--- src/rtl/tx_fifo36_to_ll8.sv ---
// Unpacks 36-bit FIFO words (data, SOF, EOF, occupancy) into an 8-bit LocalLink TX byte stream.
// Define TX_FIFO36_FRAME_CHECK_EN to compile in SOF/EOF framing checks driving err.
module tx_fifo36_to_ll8 #(
    parameter int BYTE_ORDER = 0
) (
    input  logic        clk,
    input  logic        rst,
    input  logic [35:0] fifo_dout,
    input  logic        fifo_empty,
    output logic        fifo_rd_en,
    output logic [7:0]  ll_data,
    output logic        ll_sof,
    output logic        ll_eof,
    output logic        ll_src_rdy,
    input  logic        ll_dst_rdy,
    output logic        busy,
    output logic        err
);
    typedef enum logic [1:0] {
        IDLE = 2'd0,
        READ = 2'd1,
        SEND = 2'd2
    } state_t;

    state_t      state_q, state_d;
    logic [33:0] word_q, word_d;
    logic [1:0]  idx_q, idx_d;
    logic [1:0]  last_q, last_d;
    logic        rd_en;
    logic        in_send;
    logic        at_last;
    logic [1:0]  lane;
    logic [7:0]  sel_byte;

`ifdef TX_FIFO36_FRAME_CHECK_EN
    logic expect_sof_q, expect_sof_d;
    logic err_q, err_d;
`endif

    assign in_send = (state_q == SEND);
    assign at_last = (idx_q == last_q);

    // Lane 3 is data[31:24]; BYTE_ORDER 0 walks lanes 3..0, BYTE_ORDER 1 walks 0..3.
    assign lane     = (BYTE_ORDER == 0) ? (2'd3 - idx_q) : idx_q;
    assign sel_byte = word_q[{lane, 3'b000} +: 8];

    always_comb begin
        state_d = state_q;
        word_d  = word_q;
        idx_d   = idx_q;
        last_d  = last_q;
        rd_en   = 1'b0;
`ifdef TX_FIFO36_FRAME_CHECK_EN
        expect_sof_d = expect_sof_q;
        err_d        = 1'b0;
`endif
        case (state_q)
            IDLE: begin
                if (!fifo_empty) begin
                    rd_en   = 1'b1;
                    state_d = READ;
                end
            end
            READ: begin
                word_d  = fifo_dout[33:0];
                idx_d   = 2'd0;
                last_d  = (fifo_dout[33] && (fifo_dout[35:34] != 2'd0)) ? (fifo_dout[35:34] - 2'd1) : 2'd3;
                state_d = SEND;
`ifdef TX_FIFO36_FRAME_CHECK_EN
                if (expect_sof_q && !fifo_dout[32]) begin
                    // Orphan word outside any frame: drop it rather than emit garbage.
                    err_d   = 1'b1;
                    state_d = IDLE;
                end else begin
                    if (!expect_sof_q && fifo_dout[32]) err_d = 1'b1;
                    if (fifo_dout[32]) expect_sof_d = 1'b0;
                end
`endif
            end
            SEND: begin
                // A byte moves on a rising edge where ll_src_rdy && ll_dst_rdy; while stalled every ll_* output and the index hold.
                if (ll_dst_rdy) begin
                    if (!at_last) begin
                        idx_d = idx_q + 2'd1;
                    end else begin
                        rd_en   = !fifo_empty;
                        state_d = fifo_empty ? IDLE : READ;
`ifdef TX_FIFO36_FRAME_CHECK_EN
                        if (word_q[33]) expect_sof_d = 1'b1;
`endif
                    end
                end
            end
            default: state_d = IDLE;
        endcase
    end

    always_ff @(posedge clk or posedge rst) begin
        if (rst) begin
            state_q <= IDLE;
            word_q  <= '0;
            idx_q   <= '0;
            last_q  <= '0;
`ifdef TX_FIFO36_FRAME_CHECK_EN
            expect_sof_q <= 1'b1;
            err_q        <= 1'b0;
`endif
        end else begin
            state_q <= state_d;
            word_q  <= word_d;
            idx_q   <= idx_d;
            last_q  <= last_d;
`ifdef TX_FIFO36_FRAME_CHECK_EN
            expect_sof_q <= expect_sof_d;
            err_q        <= err_d;
`endif
        end
    end

    // Gated with rst so the strobe drops in the same cycle reset rises.
    assign fifo_rd_en = rd_en & ~rst;
    assign ll_src_rdy = in_send;
    assign ll_sof     = in_send & word_q[32] & (idx_q == 2'd0);
    assign ll_eof     = in_send & word_q[33] & at_last;
    assign ll_data    = in_send ? sel_byte : 8'h00;
    assign busy       = (state_q != IDLE);

`ifdef TX_FIFO36_FRAME_CHECK_EN
    assign err = err_q;
`else
    assign err = 1'b0;
`endif

endmodule
--- config.mk ---
export PLATFORM = sky130hd
export DESIGN_NAME = tx_fifo36_to_ll8
export DESIGN_NICKNAME = d
export VERILOG_FILES = /design/src/rtl/tx_fifo36_to_ll8.sv
export SDC_FILE = /design/constraint.sdc
export NUM_CORES = 1
export LEC_CHECK = 0
export CORE_UTILIZATION = 51
export DETAILED_ROUTE_END_ITERATION = 12
export GPL_TIMING_DRIVEN = 0
export PLACE_DENSITY_LB_ADDON = 0.1
export RECOVER_POWER = 100
export SKIP_CTS_REPAIR_TIMING = 1
export SLEW_MARGIN = 5
export SYNTH_ARGS = -nofsm -noshare
export SYNTH_HDL_FRONTEND = slang
export SYNTH_SLANG_ARGS = --single-unit
--- constraint.sdc ---
create_clock -name clk -period 3.59 [get_ports clk]
set_clock_uncertainty 0.2 [all_clocks]
set_input_delay 0.5385 -clock clk [delete_from_list [all_inputs] [get_ports clk]]
set_output_delay 0.5385 -clock clk [all_outputs]
set_load 0.02 [all_outputs]
# After elaboration in Yosys (flattened, before gate mapping)
# Index checks and enable logic that the tools add are counted.
[classes]
add_sub_neg = 3
n_eq_ne = 7
shifts = 1
muxes = 14
bitwise_logic = 6
n_reduce_logical = 9
[ops]
columns = ["operator", "count"]
rows = [
  ["34-bit by 6-bit indexed part select with 8-bit output", 1],
  ["2-bit 2-to-1 mux", 6],
  ["8-bit 2-to-1 mux", 1],
  ["2-bit inequality test (second input constant)", 3],
  ["2-bit case mux with 3 select lines", 1],
  ["3-bit AND reduction", 2],
  ["2-bit nonzero test", 3],
  ["1-bit bitwise AND", 5],
  ["2-bit logical NOT", 2],
  ["1-bit 2-to-1 mux", 4],
  ["2-bit case mux with 2 select lines", 1],
  ["2-bit by 1-bit adder with 2-bit output (second input constant)", 1],
  ["2-bit by 1-bit == test with 1-bit output (second input constant)", 1],
  ["2-bit == test", 1],
  ["2-bit == test (second input constant)", 1],
  ["2-bit by 1-bit inequality test with 1-bit output (second input constant)", 1],
  ["1-bit case mux with 2 select lines", 1],
  ["2-bit by 1-bit subtractor with 2-bit output (second input constant)", 1],
  ["2-bit subtractor (first input constant)", 1],
  ["1-bit logical AND", 1],
  ["1-bit logical NOT", 1],
  ["1-bit NOT", 1],
]
[totals]
reg_bits = 40
in_bits = 40
out_inout_bits = 14
word_cells = 44

# Depth between registers and ports, before layout
# Gate-level depths: netlist (run 1).
[depth]
depth_word = 5
mapped_depth = 6
ltp_nobuf = 5

# Worst setup path after synthesis (run 1)
# Ideal clock, no wire load.
[synth_timing]
path_kind = "flip-flop to output port"
from = "register idx_q[0]"
to = "output port fifo_rd_en"
t_arrival_ns = 1.414
t_required_ns = 2.852
slack_ns = 1.437
path_stages_with_launch = 5
n_path_buf = 0
cell_sequence = "dfrtp_1 xor2_1 nor2_2 nand2_1 a2111oi_2"
[synth_via]
elab_chain_cells = 5
[synth_lines]
columns = ["item", "line_no", "rtl"]
rows = [
  ["from (decl)", "27", "logic [1:0] idx_q, idx_d;"],
  ["from (signal assigned)", "111", "idx_q <= idx_d;"],
  ["2-bit == test", "41", "assign at_last = (idx_q == last_q);"],
  ["1-bit 2-to-1 mux", "83", "if (!at_last) begin"],
  ["1-bit 2-to-1 mux", "82", "if (ll_dst_rdy) begin"],
  ["1-bit case mux with 2 select lines", "57", "case (state_q)"],
  ["1-bit bitwise AND", "121", "assign fifo_rd_en = rd_en & ~rst;"],
  ["to (decl)", "10", "output logic fifo_rd_en,"],
]
# Every way passes these cells.

# Worst setup path after layout (run 1)
[layout_timing]
from = "register state_q[1]"
to = "output port ll_data[2]"
[layout_via]
elab_chain_cells = 2
[layout_lines]
columns = ["item", "line_no", "rtl"]
rows = [
  ["from (decl)", "25", "state_t state_q, state_d;"],
  ["from (signal assigned)", "109", "state_q <= state_d;"],
  ["2-bit == test", "40", "assign in_send = (state_q == SEND);"],
  ["8-bit 2-to-1 mux", "125", "assign ll_data = in_send ? sel_byte : 8'h00;"],
  ["to (decl)", "11", "output logic [7:0] ll_data,"],
]
# Every way passes these cells.

==> impl_metrics.py, run 1 <==
metrics = {
    "yosys": {
        "ys_warn_count": 0,
        "synthCells": 131,
        "async_flop_share_pct": 100.0,
        "synth_cell_types": 30,
        "synth_edf_count": 0,
        "synth_seq_cells": 40,
        "synthFlopType": "dfrtp_1",
        "mappedNetlistArea_um2": 1926,
        "synth_area_per_cell_um2": 14.70,
        "syn_nets": 173,
        "ys_seq_area_share_pct": 51.98,
    },
    "timing": {
        "setup-tns-final_ns": 0,
        "worst_slew_pin_slew_ns": 1.491,
        "max-slew-margin-rel_pct": 0.5068,
        "finalSetupViolations": 0,
        "min_period_over_period_pct": 88.39,
        "finalCriticalPeriod_ns": 3.173,
        "finalHoldViolations": 0,
        "slew_viol_final": 0,
        "max_clock_freq_mhz": 315.1,
        "rsz0062_at_grt": "no",
    },
    "grt": {
        "grt.overflow.total": 0,
        "globalRouteTotalUtil_pct": 23.38,
        "grt_pass1_wl_mm": 6.872,
        "antenna_found_initial": 0,
        "grt_pass1_vias": 1401,
        "grt_max_degree": 41,
    },
    "die": {
        "row_count": 21,
        "die_width_um": 63.45,
        "die_area_um2": 4025,
        "die_y_um": 63.45,
        "ios": 54,
        "core-area_um2": 3468,
        "start_util_pct": 55.52,
    },
    "critical_path": {
        "cp_slowest_stage_delay_ns": 0.67,
        "required_ns": 2.85,
        "startpoint": "state_q[1]$_DFFE_PP0P_",
        "reg2reg_from": "state_q[0]$_DFFE_PP0P_",
        "path_depth": 5,
        "criticalPathCategory": "flip-flop to primary output",
        "path_max_fanout": 10,
        "critical_path_buf_inv_count": 3,
        "reg2reg_to": "word_q[33]$_DFFE_PP0N_",
        "endpoint": "ll_data[2]",
        "cp_top_family": "buffers and inverters",
        "cp-end-kind": "primary output",
        "reg2reg_slack_ns": 1.19,
        "start_kind": "flip-flop",
        "reg2reg_depth": 4,
        "path_cells": "inv_1 -> nor2_1 -> clkbuf_1 -> and2_1 -> dlygate4sd3_1",
        "critPathArrivalTime_ns": 2.43,
        "slowest_stage": "dlygate4sd3_1",
    },
    "finish": {
        "diodes": 0,
        "final_util_pct": 73.67,
        "stdcell_area_um2": 2555,
        "fin_cells": 237,
        "fillers": 254,
        "final_nets": 232,
        "syn_to_final_growth_pct": 32.68,
        "drive_gt1_share_pct": 25.65,
    },
    "placement": {
        "post_dp_cell_area_um2": 2504,
        "hpwlAfterDp_mm": 2.708,
        "placed_cells": 229,
        "io_buffers": 52,
        "place_congestion": 0.8394,
    },
    "min_path": {
        "hold_class": "flip-flop to flip-flop",
        "hold_start": "word_q[33]$_DFFE_PP0N_",
    },
    "cts": {
        "h-tree-depth": 2,
        "clk_pin_slew_ns": 0.08,
        "cts_tree": "done",
        "cts_max_path_buffers": 2,
        "root_buffer": "clkbuf_8",
        "numCtsBuffers": 5,
        "clk_latency_ns": 0.30,
        "cts_sinks": 40,
    },
    "job": {
        "drv_cap": 1,
    },
    "power_and_ir_drop": {
        "p_per_area_nw_per_um2": 826.5,
        "leakage_nw": 1.079,
        "finalPower_w": 0.002112,
        "ir_worst_vdd_mv": 0.4575,
    },
    "outcome": {
        "status": "complete, but fails checks",
        "violations": "capacitance limit",
    },
    "routing": {
        "routed_wl_mm": 3.939,
        "ant_nets": 0,
        "post-route-drc-count": 0,
        "vias_per_cell": 5.430,
        "drt-initial-drc-count": 38,
        "dr.pass1.iters": 4,
        "wl_per_cell_um": 16.62,
        "dr_total_vias": 1287,
    },
}
-- report_power, final --
| part | total (W) | internal [W] | switching (W) |
|---|---|---|---|
| clock | 0.000367 | 0.000206 | 0.000161 |
| combinational | 0.000938 | 0.000537 | 0.000401 |
| sequential | 0.000807 | 0.000680 | 0.000127 |
-- worst min-delay path by stage --
stage	slack, ns	end	cells after the start
after global routing	0.31	word_q[1]$_DFFE_PP0N_	1
final	0.29	word_q[33]$_DFFE_PP0N_	1
after floorplan	0.27	word_q[32]$_DFFE_PP0N_	1
after detailed placement	0.29	word_q[33]$_DFFE_PP0N_	1
after global placement	0.29	word_q[25]$_DFFE_PP0N_	1
after CTS	0.31	word_q[33]$_DFFE_PP0N_	1
-- cells in the mapped netlist (2+ instances only) --
master,n,area share [%]
dfrtp_1,40,52
mux2_2,29,17
and2_1,8,2.6
mux4_2,8,9.4
inv_1,6,1.2
mux2_4,5,3.9
buf_4,4,1.6
nor2_1,3,0.58
a31oi_1,2,0.65
and3_1,2,0.65
buf_2,2,0.52
ha_1,2,1.3
o32ai_1,2,0.91
xor2_1,2,0.91
-- area by class of cell --
class                           instances  area [um2]  area share [%]
Clock buffer                            6       72.57           2.840
Sequential cell                        40        1001           39.18
Timing Repair Buffer                   52       520.5           20.37
Inverter                                6       22.52          0.8815
Clock inverter                          2       35.03           1.371
Buffer                                  8       38.79           1.518
Multi-Input combinational cell         77       807.0           31.59
Tap cell                               46       57.56           2.253
-- routing by layer --
layer | vias up | global-route usage [%] | routed length (um)
met5 | - | 0 | 0
li1 | 591 | - | -
met4 | 0 | 11.93 | 81
met1 | 643 | 28.87 | 1650
met2 | 44 | 38.03 | 2021
met3 | 9 | 5.616 | 185
-- cell families (layout without fill, tap and decap cells) --
family          count (synthesis)  count (layout)  share of synthesized area (%)
buf+inv                        14              74                          4.613
fa+ha+maj                       2               2                          1.299
mux                            42              42                          30.21
xor+xnor                        2               2                         0.9098
other cells                     1               1                         0.1947
simple gates                   20              20                          6.368
compound gates                 10              10                          4.419
flops                          40              40                          51.98
-- flip-flops by register name (all words and copies together) (netlist names) --
register  cells
word_q       34
idx_q         2
last_q        2
state_q       2
-- stage by stage --
stage / worst slack, ns / hold WS [ns]
final: 0.4168 / 0.2857
after global routing: 0.2774 / 0.3069
after CTS: 0.6114 / 0.3095
after detailed placement: 0.6532 / 0.2869
after global placement: 0.6728 / 0.2861
after floorplan: 1.437 / 0.2726
-- placed cells by master (no fill, tap or decap), types with 4 or more instances in the layout --
| master | count |
|---|---|
| and2_1 | 8 |
| clkbuf_1 | 6 |
| clkbuf_8 | 5 |
| clkdlybuf4s50_1 | 39 |
| dfrtp_1 | 40 |
| dlygate4sd3_1 | 13 |
| inv_1 | 6 |
| mux2_1 | 5 |
| mux2_2 | 29 |
| mux4_2 | 8 |
| nor2_1 | 4 |
(Power assumes the default switching activity.)
==> run 2, diff against run 1 <==
SLEW_MARGIN = 0   (was 5)
clock period = 4 ns   (was 3.59 ns; I/O delays follow)
==> run 2 against run 1 <==
  * The flow still finishes with violations (capacitance limit)
  * Non-clock buffer count unchanged
  * First-iteration DRC count down 2.6%
  * Sequential share of layout area barely moved
  * Critical path depth is 1 lower
  * Hold slack about the same
  * Setup slack better by 0.19 ns
  * Die area did not move
  * Clock power fell by 10%
  * Design area barely moved
  * Flip-flop and latch count is the same
  * Via count shrank 0.23%
  * Count of clock-buffer cells in the layout is the same
  * Critical path type unchanged
  * Largest cell class unchanged
==> impl_metrics.py, run 2 (synthesized netlist as in run 1, its figures left out) <==
metrics = {
    "routing": {
        "drt-initial-drc-count": 37,
        "vias_per_cell": 5.418,
        "post-route-drc-count": 0,
        "ant_nets": 0,
        "wl_per_cell_um": 16.55,
        "dr_total_vias": 1284,
        "routed_wl_mm": 3.922,
        "dr.pass1.iters": 4,
    },
    "critical_path": {
        "critPathArrivalTime_ns": 2.59,
        "path_max_fanout": 10,
        "path_cells": "clkbuf_1 -> mux4_2 -> and2_1 -> clkdlybuf4s50_1",
        "slowest_stage": "clkbuf_1",
        "criticalPathCategory": "flip-flop to primary output",
        "reg2reg_from": "state_q[0]$_DFFE_PP0P_",
        "startpoint": "idx_q[0]$_DFFE_PP0P_",
        "required_ns": 3.20,
        "critical_path_buf_inv_count": 2,
        "start_kind": "flip-flop",
        "cp-end-kind": "primary output",
        "cp_slowest_stage_delay_ns": 0.64,
        "cp_top_family": "buffers and inverters",
    },
    "cts": {
        "cts_sinks": 40,
        "h-tree-depth": 2,
        "cts_tree": "done",
        "clk_latency_ns": 0.30,
        "cts_max_path_buffers": 2,
        "clk_pin_slew_ns": 0.08,
        "root_buffer": "clkbuf_8",
        "numCtsBuffers": 5,
    },
    "min_path": {
        "hold_start": "word_q[33]$_DFFE_PP0N_",
        "hold_class": "flip-flop to flip-flop",
    },
    "power_and_ir_drop": {
        "leakage_nw": 1.054,
        "ir_worst_vdd_mv": 0.4119,
        "finalPower_w": 0.001913,
        "p_per_area_nw_per_um2": 748.9,
    },
    "timing": {
        "finalHoldViolations": 0,
        "max-slew-margin-rel_pct": 0.8424,
        "min_period_over_period_pct": 84.80,
        "slew_viol_final": 0,
        "rsz0062_at_grt": "no",
        "worst_slew_pin_slew_ns": 1.486,
        "finalSetupViolations": 0,
        "max_clock_freq_mhz": 294.8,
        "setup-tns-final_ns": 0,
        "finalCriticalPeriod_ns": 3.392,
    },
    "die": {
        "die_y_um": 63.45,
        "die_area_um2": 4025,
        "ios": 54,
        "die_width_um": 63.45,
        "core-area_um2": 3468,
        "row_count": 21,
        "start_util_pct": 55.52,
    },
    "placement": {
        "place_congestion": 0.8394,
        "post_dp_cell_area_um2": 2504,
        "hpwlAfterDp_mm": 2.708,
        "io_buffers": 52,
    },
    "grt": {
        "grt_pass1_wl_mm": 6.872,
        "grt_pass1_vias": 1401,
        "grt_max_degree": 41,
        "antenna_found_initial": 0,
        "grt.overflow.total": 0,
        "globalRouteTotalUtil_pct": 23.38,
    },
    "finish": {
        "drive_gt1_share_pct": 25.65,
        "top_register": "word_q",
        "final_common_cell": "clkdlybuf4s50_1",
        "syn_to_final_growth_pct": 32.62,
        "mostFrequentLayoutCells": "clkdlybuf4s50_1, dfrtp_1, mux2_2",
        "largest_register_ffs": 34,
        "final_nets": 232,
        "multi_input_area_um2": 809.5,
        "diodes": 0,
        "stdcell_area_um2": 2554,
        "seqCellArea_um2": 1001,
        "fillers": 255,
    },
    "job": {
        "drv_cap": 1,
    },
    "outcome": {
        "violations": "capacitance limit",
        "status": "complete, but fails checks",
    },
}
==> run 2: cell count changes in the layout (fill, tap and decap cells not counted) <==
cell	delta
nor2_2	+1
dlygate4sd3_1	-7
clkbuf_1	+1
clkdlybuf4s50_1	+7
buf_4	-1
nor2_1	-1
==> run 2: final cells by class <==
| cell class | count | area share, % |
|---|---|---|
| buffer | 8 | 1.372 |
| sequential | 40 | 39.20 |
| inverter | 6 | 0.8819 |
| multi-input combinational | 77 | 31.70 |
| clock inverter | 2 | 1.372 |
| tap | 46 | 2.254 |
| timing repair buffer | 52 | 20.38 |
| clock buffer | 6 | 2.842 |
==> run 2: worst reg2reg max path, delay by kind of cell, from the launching register on <==
kind	cells	cell delay, ns
AND/OR/NAND/NOR	1	0.24
flip-flops	1	0.49
buffers and inverters	2	0.99
multiplexers	1	0.37
==> run 2: per-layer routing <==
| metal | vias up | track usage (%) | part of all wire [%] |
|---|---|---|---|
| li1 | 593 | - | - |
| met1 | 638 | 28.87 | 42 |
| met2 | 44 | 38.03 | 51 |
| met3 | 9 | 5.616 | 4.6 |
| met4 | 0 | 11.93 | 2.1 |
| met5 | - | 0 | 0 |
==> run 2: stage by stage <==
stage                     hold WS, ns  utilization [%]  setup WS, ns  std cells
after floorplan                0.2726                -         1.786        131
after global placement         0.2861            72.19        0.9598        229
after detailed placement       0.2869            72.19        0.9402        229
after CTS                      0.3095            75.29        0.9206        237
after global routing           0.3069            73.63        0.4252        237
final                          0.2858            73.63        0.6080        237
==> run 2: power breakdown <==
part           switching, W  internal, W
Clock              0.000144     0.000185
Combinational      0.000366     0.000494
Sequential         0.000113     0.000610
==> run 2: path summary, 6_finish.rpt <==
| check | to | slack, ns | cells after the start |
|---|---|---|---|
| max in group asynchronous | word_q[21]$_DFFE_PP0N_ | 1.69 | 2 |
| setup / recovery | ll_data[1] | 0.61 | 4 |
| hold / removal | word_q[33]$_DFFE_PP0N_ | 0.29 | 1 |
| hold reg to reg | word_q[33]$_DFFE_PP0N_ | 0.29 | 1 |
| setup reg to reg | word_q[33]$_DFFE_PP0N_ | 1.59 | 4 |
| min in group asynchronous | state_q[0]$_DFFE_PP0P_ | 1.04 | 2 |
==> run 3, diff against run 2 <==
CORE_UTILIZATION = 47   (was 51)
clock period = 3.2 ns   (was 4 ns; I/O delays follow)
==> run 3 against run 2 <==
  * The flow still finishes with violations (capacitance limit)
  * Critical endpoint is now ll_sof
  * Core utilization fell by 7.0 points
  * Hold slack improved by 0.014 ns
  * Critical path type unchanged
  * Power is 21% higher
  * Highest routed layer unchanged
  * Count of clock-buffer cells in the layout is the same
==> impl_metrics.py, run 3 (synthesized netlist as in run 1, its figures left out) <==
metrics = {
    "die": {
        "die_area_um2": 4357,
        "die_width_um": 66.01,
        "die_y_um": 66.01,
        "row_count": 22,
        "start_util_pct": 50.69,
        "core-area_um2": 3799,
        "ios": 54,
    },
    "grt": {
        "globalRouteTotalUtil_pct": 22.09,
        "antenna_found_initial": 0,
        "grt_max_degree": 41,
        "grt_pass1_wl_mm": 6.844,
        "grt.overflow.total": 0,
        "grt_pass1_vias": 1427,
    },
    "cts": {
        "clk_pin_slew_ns": 0.08,
        "cts_max_path_buffers": 2,
        "cts_sinks": 40,
        "cts_tree": "done",
        "clk_latency_ns": 0.29,
        "numCtsBuffers": 5,
        "h-tree-depth": 2,
        "root_buffer": "clkbuf_8",
    },
    "power_and_ir_drop": {
        "pwr-share-seq_pct": 39.5,
        "p_comb_share_pct": 46.9,
        "finalPower_w": 0.002310,
        "p_sw_share_pct": 33.63,
        "ir_worst_vdd_mv": 0.4622,
        "p_per_area_nw_per_um2": 912.9,
        "p_sw_w": 0.0007767,
        "leakage_nw": 1.044,
        "intPower_w": 0.001533,
        "clock_power_share_pct": 13.7,
    },
    "job": {
        "drv_cap": 1,
    },
    "finish": {
        "diodes": 0,
        "top_register": "word_q",
        "mostFrequentLayoutCells": "clkdlybuf4s50_1, dfrtp_1, mux2_2",
        "final_nets": 232,
        "drive_gt1_share_pct": 25.79,
        "syn_to_final_growth_pct": 31.38,
        "final_util_pct": 66.60,
        "largest_register_ffs": 34,
        "final_common_cell": "clkdlybuf4s50_1",
    },
    "timing": {
        "max_clock_freq_mhz": 334.4,
        "slew_viol_final": 0,
        "finalSetupViolations": 0,
        "finalHoldViolations": 0,
        "max-slew-margin-rel_pct": 1.333,
        "rsz0062_at_grt": "no",
        "min_period_over_period_pct": 93.45,
        "timing.hold.ws_ns": 0.3003,
        "setup-tns-final_ns": 0,
        "worst_slew_pin_slew_ns": 1.478,
        "finalCriticalPeriod_ns": 2.990,
    },
    "outcome": {
        "violations": "capacitance limit",
        "status": "complete, but fails checks",
    },
    "critical_path": {
        "path_max_fanout": 10,
        "required_ns": 2.52,
        "critPathArrivalTime_ns": 2.31,
        "start_kind": "flip-flop",
        "reg2reg_depth": 4,
        "cp-end-kind": "primary output",
        "criticalPathCategory": "flip-flop to primary output",
    },
    "placement": {
        "io_buffers": 52,
        "place_congestion": 0.8263,
        "hpwlAfterDp_mm": 2.971,
    },
    "routing": {
        "wl_per_cell_um": 17.26,
        "post-route-drc-count": 0,
        "vias_per_cell": 5.424,
        "routed.top_layer": "met4",
        "wl_met3_um": 176,
        "drt-initial-drc-count": 51,
        "met2_wirelength_mm": 2.095,
        "wl_met1_mm": 1.738,
        "dr.pass1.iters": 4,
        "ant_nets": 0,
        "dr_total_vias": 1291,
        "routed_wl_mm": 4.109,
    },
    "min_path": {
        "hold_class": "flip-flop to flip-flop",
        "holdPathStages": 1,
    },
}
==> run 3: changes by cell type in the layout (fill, tap and decap cells not counted) <==
| cell | change |
|---|---|
| buf_4 | +1 |
| bufinv_16 | -1 |
| clkbuf_1 | -1 |
==> run 3: per-layer routing <==
| layer | up-vias | global-route usage [%] |
|---|---|---|
| met4 | 0 | 11.70 |
| met1 | 646 | 26.92 |
| met3 | 11 | 4.310 |
| li1 | 585 | - |
| met2 | 49 | 36.86 |
| met5 | - | 0 |
==> run 3: cell type report <==
type,count,area (um2)
buffer,8,38.79
inverter,6,22.52
tap,48,60.06
timing repair buffer,52,520.5
sequential,40,1001
fill,289,1269
clock buffer,6,72.57
clock inverter,1,5.005
multi-input combinational,77,809.5
==> run 3: worst max-delay path, stage by stage (launching register included) <==
cell,delay [ns]
dfrtp_1,0.37
clkbuf_1,0.52
inv_1,0.15
ha_1,0.21
and3_1,0.13
dlygate4sd3_1,0.64
==> run 3: worst paths after layout <==
check / end / slack (ns) / startpoint
worst max-delay path: ll_sof / 0.21 / idx_q[1]$_DFFE_PP0P_
worst min-delay path: word_q[1]$_DFFE_PP0N_ / 0.30 / word_q[1]$_DFFE_PP0N_
worst max register to register: word_q[2]$_DFFE_PP0N_ / 0.76 / state_q[0]$_DFFE_PP0P_
worst min register to register: word_q[1]$_DFFE_PP0N_ / 0.30 / word_q[1]$_DFFE_PP0N_
max in group asynchronous: word_q[21]$_DFFE_PP0N_ / 1.01 / rst
min in group asynchronous: state_q[0]$_DFFE_PP0P_ / 0.93 / rst
==> run 3: metrics by stage <==
step / worst slack, ns / cells / area (um2)
after detailed placement: 0.3606 / 231 / 2506
final: 0.2097 / 238 / 2530
after global placement: 0.3626 / 231 / 2506
after floorplan: 1.106 / 131 / 1926
after CTS: 0.2909 / 238 / 2584
after global routing: 0.09336 / 238 / 2530
==> run 3: power by group through the flow <==
stage,clock network (W),logic [W],registers (W)
floorplan,0,0.000842,0.000872
global placement,0,0.00113,0.000906
detailed placement,0,0.00117,0.000925
CTS,0.000320,0.00117,0.000914
global route,0.000343,0.00117,0.000945
finish,0.000316,0.00108,0.000911
